## src/rtl/matrix_rx.sv

```systemverilog
`timescale 1ns/1ps
// Far-end receiver of the LED-matrix serial link: shifts in one 16-bit command
// word per cascaded driver while cs is low and commits them on the rising edge of cs.
module matrix_rx #(
    parameter int unsigned NDEV = 8
) (
    input  logic                       clk_9m,
    input  logic                       rst,
    input  logic                       cs,
    input  logic                       din,
    output logic [7:0][8*NDEV-1:0]     row,
    output logic [4*NDEV-1:0]          intensity,
    output logic [NDEV-1:0]            shutdown_n,
    output logic [NDEV-1:0]            test,
    output logic                       frame_done,
    output logic                       frame_err
);

    localparam int unsigned SR_W  = 16 * NDEV;
    localparam int unsigned CNT_W = $clog2(SR_W + 2);
    localparam logic [CNT_W-1:0] CNT_FULL = CNT_W'(SR_W);
    localparam logic [CNT_W-1:0] CNT_SAT  = CNT_W'(SR_W + 1);

    localparam logic [1:0] ST_IDLE   = 2'd0;
    localparam logic [1:0] ST_SHIFT  = 2'd1;
    localparam logic [1:0] ST_COMMIT = 2'd2;

    logic [1:0]              state, state_nxt;
    logic [CNT_W-1:0]        cnt, cnt_nxt;
    logic [SR_W-1:0]         sr, sr_nxt;
    logic                    cs_q;
    logic [7:0][8*NDEV-1:0]  row_nxt;
    logic [4*NDEV-1:0]       intensity_nxt;
    logic [NDEV-1:0]         shutdown_n_nxt;
    logic [NDEV-1:0]         test_nxt;
    logic                    frame_done_nxt;
    logic                    frame_err_nxt;
    logic [3:0]              addr;
    logic [7:0]              data;

    // The top don't-care bit of the first word is shifted out and never decoded.
    logic unused_sr_msb;
    assign unused_sr_msb = sr[SR_W-1];

    // Next-state, shift register, counter and register-file update.
    always_comb begin
        state_nxt      = state;
        cnt_nxt        = cnt;
        sr_nxt         = sr;
        row_nxt        = row;
        intensity_nxt  = intensity;
        shutdown_n_nxt = shutdown_n;
        test_nxt       = test;
        frame_done_nxt = 1'b0;
        frame_err_nxt  = 1'b0;
        addr           = 4'h0;
        data           = 8'h00;

        case (state)
            ST_IDLE: begin
                if (cs_q && !cs) begin
                    state_nxt = ST_SHIFT;
                    sr_nxt    = {sr[SR_W-2:0], din};
                    cnt_nxt   = CNT_W'(1);
                end
            end

            ST_SHIFT: begin
                if (cs) begin
                    state_nxt = ST_COMMIT;
                end else begin
                    sr_nxt = {sr[SR_W-2:0], din};
                    // Saturate so an overlong frame can never alias to a full one.
                    if (cnt != CNT_SAT) begin
                        cnt_nxt = cnt + CNT_W'(1);
                    end
                end
            end

            ST_COMMIT: begin
                if (cnt == CNT_FULL) begin
                    frame_done_nxt = 1'b1;
                    for (int unsigned d = 0; d < NDEV; d++) begin
                        addr = sr[16*d+8 +: 4];
                        data = sr[16*d +: 8];
                        for (int unsigned r = 0; r < 8; r++) begin
                            if (addr == 4'(r + 1)) begin
                                row_nxt[r][8*d +: 8] = data;
                            end
                        end
                        case (addr)
                            4'hA:    intensity_nxt[4*d +: 4] = data[3:0];
                            4'hC:    shutdown_n_nxt[d]       = data[0];
                            4'hF:    test_nxt[d]             = data[0];
                            default: ;
                        endcase
                    end
                end else begin
                    frame_err_nxt = 1'b1;
                end

                // A low cs during commit is already bit 0 of the next frame.
                if (!cs) begin
                    state_nxt = ST_SHIFT;
                    sr_nxt    = {sr[SR_W-2:0], din};
                    cnt_nxt   = CNT_W'(1);
                end else begin
                    state_nxt = ST_IDLE;
                    cnt_nxt   = '0;
                end
            end

            default: begin
                state_nxt = ST_IDLE;
                cnt_nxt   = '0;
            end
        endcase
    end

    // State and output registers.
    always_ff @(posedge clk_9m or negedge rst) begin
        if (!rst) begin
            state      <= ST_IDLE;
            cnt        <= '0;
            sr         <= '0;
            cs_q       <= 1'b1;
            row        <= '0;
            intensity  <= '0;
            shutdown_n <= '0;
            test       <= '0;
            frame_done <= 1'b0;
            frame_err  <= 1'b0;
        end else begin
            state      <= state_nxt;
            cnt        <= cnt_nxt;
            sr         <= sr_nxt;
            cs_q       <= cs;
            row        <= row_nxt;
            intensity  <= intensity_nxt;
            shutdown_n <= shutdown_n_nxt;
            test       <= test_nxt;
            frame_done <= frame_done_nxt;
            frame_err  <= frame_err_nxt;
        end
    end

endmodule

```

## config.mk

```make
export PLATFORM = sky130hd
export DESIGN_NAME = matrix_rx
export DESIGN_NICKNAME = d
export VERILOG_FILES = /design/src/rtl/matrix_rx.sv
export SDC_FILE = /design/constraint.sdc
export NUM_CORES = 1
export LEC_CHECK = 0
export ABC_AREA = 0
export CORE_MARGIN = 4
export CORE_UTILIZATION = 55
export CTS_CLUSTER_DIAMETER = 150
export DETAILED_ROUTE_END_ITERATION = 12
export MAX_ROUTING_LAYER = met4
export PLACE_DENSITY = 0.95
export SLEW_MARGIN = 20
export SYNTH_ARGS = -nofsm -noshare
export SYNTH_HDL_FRONTEND = slang
export SYNTH_SLANG_ARGS = --single-unit
```

## constraint.sdc

```tcl
create_clock -name clk_9m -period 7.35 [get_ports clk_9m]
set_input_delay 0.735 -clock clk_9m [delete_from_list [all_inputs] [get_ports clk_9m]]
set_output_delay 0.735 -clock clk_9m [all_outputs]
set_load 0.02 [all_outputs]
```

==> out/qor.csv <==
stage,metric,value,unit
die,die_h,232,um
detailed_routing,firstDrtPassIters,5,
yosys,post-synth-top-area-cell,dfrtp_1,
global_routing,grt_pass1_vias,18800,
worst_setup_path,required,7.82,ns
global_routing,grt_pass1_wl,118000,um
die,start_util,55.9,%
sta,fin_crit_sh,56.6,%
status,outcome,completed,
pwr,vdd_drop_max,0.000253,V
sta,slew_violations,0,
global_routing,grt-ovfl-total,0,
final_layout,fin_cells,2974,
yosys,avgSynthCellArea,15.9,um^2
placement,portBuffers,565,
worst_hold_path,hold_path_class,input pin to asynchronous set/reset pin,
detailed_routing,via_count,17100,
clock_tree,cts_hold_buf,0,
sta,rsz0062_at_grt,no,
yosys,synthTopCellsByArea,"dfrtp_1, mux2_2, clkbuf_1",
placement,gp_congestion,0.840,
pwr,power_density,226,nW/um^2
yosys,synth-edff-count,0,
worst_setup_path,critical_path_class,register to register,
clock_tree,cts_root_buffer,clkbuf_16,
final_layout,drive_gt1_share,37.2,%
clock_tree,htree_num_levels,3,
sta,final.min_clock_period,4.16,ns
detailed_routing,drc_errors,0,
final_layout,synthToLayoutAreaGrowth,30.8,%
yosys,netlist_instances,1727,
sta,worst_slew_pin_slew,1.06,ns
clock_tree,clock_path_buffers,3,
sta,max_slew_margin,29.3,%
worst_setup_path,cp.arrival,4.63,ns
sta,setup_violations,0,
global_routing,grt_util_all_layers,29.5,%
detailed_routing,wl,78200,um
yosys,yosys_warnings,0,
detailed_routing,drtIter0Drc,1267,
worst_setup_path,cp_max_fo,37,
clock_tree,cts_buffers,71,
placement,post-dp-hpwl,51100,um
final_layout,layout_common_cells,"dfrtp_1, mux2_2, clkdlybuf4s50_1",
detailed_routing,ant_nets,0,
detailed_routing,via_per_inst,5.75,
yosys,ys_ff_latch,697,
die,fp.coreArea,49200,um^2
final_layout,nFillCells,2760,
placement,dp_cells,2847,
final_layout,final_common_cell,dfrtp_1,
sta,hold_viol_final,0,
clock_tree,path_clk_slew,0.06,ns
yosys,syn_area,27500,um^2
worst_setup_path,start_kind,register,
worst_setup_path,path_cells,inv_1 -> ha_1 -> nand2_1 -> or3_4 -> buf_4 -> inv_2 -> nand4b_1 -> mux2_2,
clock_tree,cts_resized,0,
die,ios,566,
yosys,syn-num-nets,1739,
yosys,netlist-cell-type-count,52,
yosys,ys_async_sr_fraction,100,%
yosys,yosys_most_used_dff,dfrtp_1,
clock_tree,post_cts_buffers,0,
global_routing,grt_max_degree,183,
die,die_w,232,um
worst_setup_path,endpoint_kind,register,
final_layout,final_nets,2269,
global_routing,antenna_found_initial,1,
sta,setup_tns,0,ns
run,drv_cap,0,
yosys,synth_top_area_share,63.4,%
worst_setup_path,crit_slowest_cell,inv_2,
detailed_routing,routedWlPerCell,26.3,um
die,fp.dieArea,53600,um^2
yosys,ys_seq_area_share,63.5,%
pwr,p_leak,17.2,nW
clock_tree,cts_tree,yes,
sta,fin_skew,0.0180,ns
sta,fmax,240,MHz
die,num_rows,81,
clock_tree,clkLatencyLatePin,0.60,ns
worst_setup_path,cpPeakStageDelay,0.80,ns
clock_tree,clock_sinks,697,
per-stage QoR:
step                instance area, um^2  hold WS (ns)  power (mW)  utilization, %  setup WS, ns
finish                            35900         0.102        8.14            73.1          3.19
global route                      35900         0.119        8.40            73.1          2.95
CTS                               35900         0.317        8.18            73.1          3.18
detailed placement                33600         0.487        4.60            68.3          3.23
global placement                  33600         0.480        4.57            68.3          3.43
floorplan                         27500         0.439        4.39               -          4.74
cells by family after synthesis:
family	count (synthesis)	share of synthesized area, %
flip-flops	697	63.5
multiplexers	688	28.3
AND/OR/NAND/NOR	185	5.34
buffers and inverters	126	1.94
AO/OA/AOI/OAI	23	0.560
adder cells (fa/ha/maj)	8	0.364
cell type report:
| cell class | count | area (um^2) | area share (%) |
|---|---|---|---|
| Tap cell | 664 | 831 | 2.31 |
| Inverter | 8 | 30.0 | 0.0835 |
| Clock inverter | 30 | 289 | 0.804 |
| Timing Repair Buffer | 575 | 5790 | 16.1 |
| Clock buffer | 95 | 2030 | 5.64 |
| Multi-Input combinational cell | 904 | 9530 | 26.5 |
| Antenna cell | 1 | 2.50 | 0.00696 |
| Sequential cell | 697 | 17400 | 48.5 |
worst paths after layout:
kind,from,end,slack (ns),depth (start not counted)
worst min-delay path,rst,row[338],0.10,1
worst max register to register,state[0],row[470],3.19,8
min in group clk_9m,row[320],row[320],0.50,1
worst min register to register,row[320],row[320],0.50,1
worst max-delay path,state[0],row[470],3.19,8
max in group asynchronous,rst,sr[116],5.80,2
cells in the mapped netlist (3+ instances only):
cell type  count
nor3_1         7
inv_1          7
nand2_1       20
nand2b_1      14
nor2_1        21
buf_1         34
nand3_2       13
nor3b_1        4
nor4_4        10
nor4b_4        4
mux2_4        12
o31ai_1        8
mux2i_1        3
nand4b_1       4
mux2_2       668
nor4_1         3
or4_4          4
nand3_1       12
nand4_1       18
ha_1           8
nor3_4         4
mux2_1         5
buf_2          4
and3_1         3
nand4b_2       4
buf_6          5
dfrtp_1      696
nor2b_1       17
clkbuf_1      72
or3_1          6
o21ai_0        7
where the power goes:
part	total (mW)	leakage, nW	internal [mW]	switching [mW]
combinational	0.502	6.30	0.196	0.306
clock	3.60	1.16	2.09	1.51
sequential	4.04	9.71	3.89	0.144
total	8.14	17.2	6.18	1.96
registers in the layout, indices dropped and copies added, names as in the netlist:
signal      cells
frame_err       1
frame_done      1
test            8
state           2
intensity      32
sr            124
shutdown_n      8
cs_q            1
row           512
cnt             8
critical path: cells and delay by family, from the launching register on:
| kind | cells | cell delay [ns] |
|---|---|---|
| AND/OR/NAND/NOR | 3 | 1.57 |
| buffers and inverters | 3 | 1.29 |
| multiplexers | 1 | 0.47 |
| flip-flops | 1 | 0.43 |
| adder cells (fa/ha/maj) | 1 | 0.26 |
per-layer routing:
metal,wire length [um],vias up,track usage (%)
met5,0,-,-
met1,29500,9029,35.2
met3,4900,210,6.92
li1,-,7185,-
met4,3420,0,11.8
met2,40300,669,49.0
Note: power is estimated with default switching activity, not from simulation.
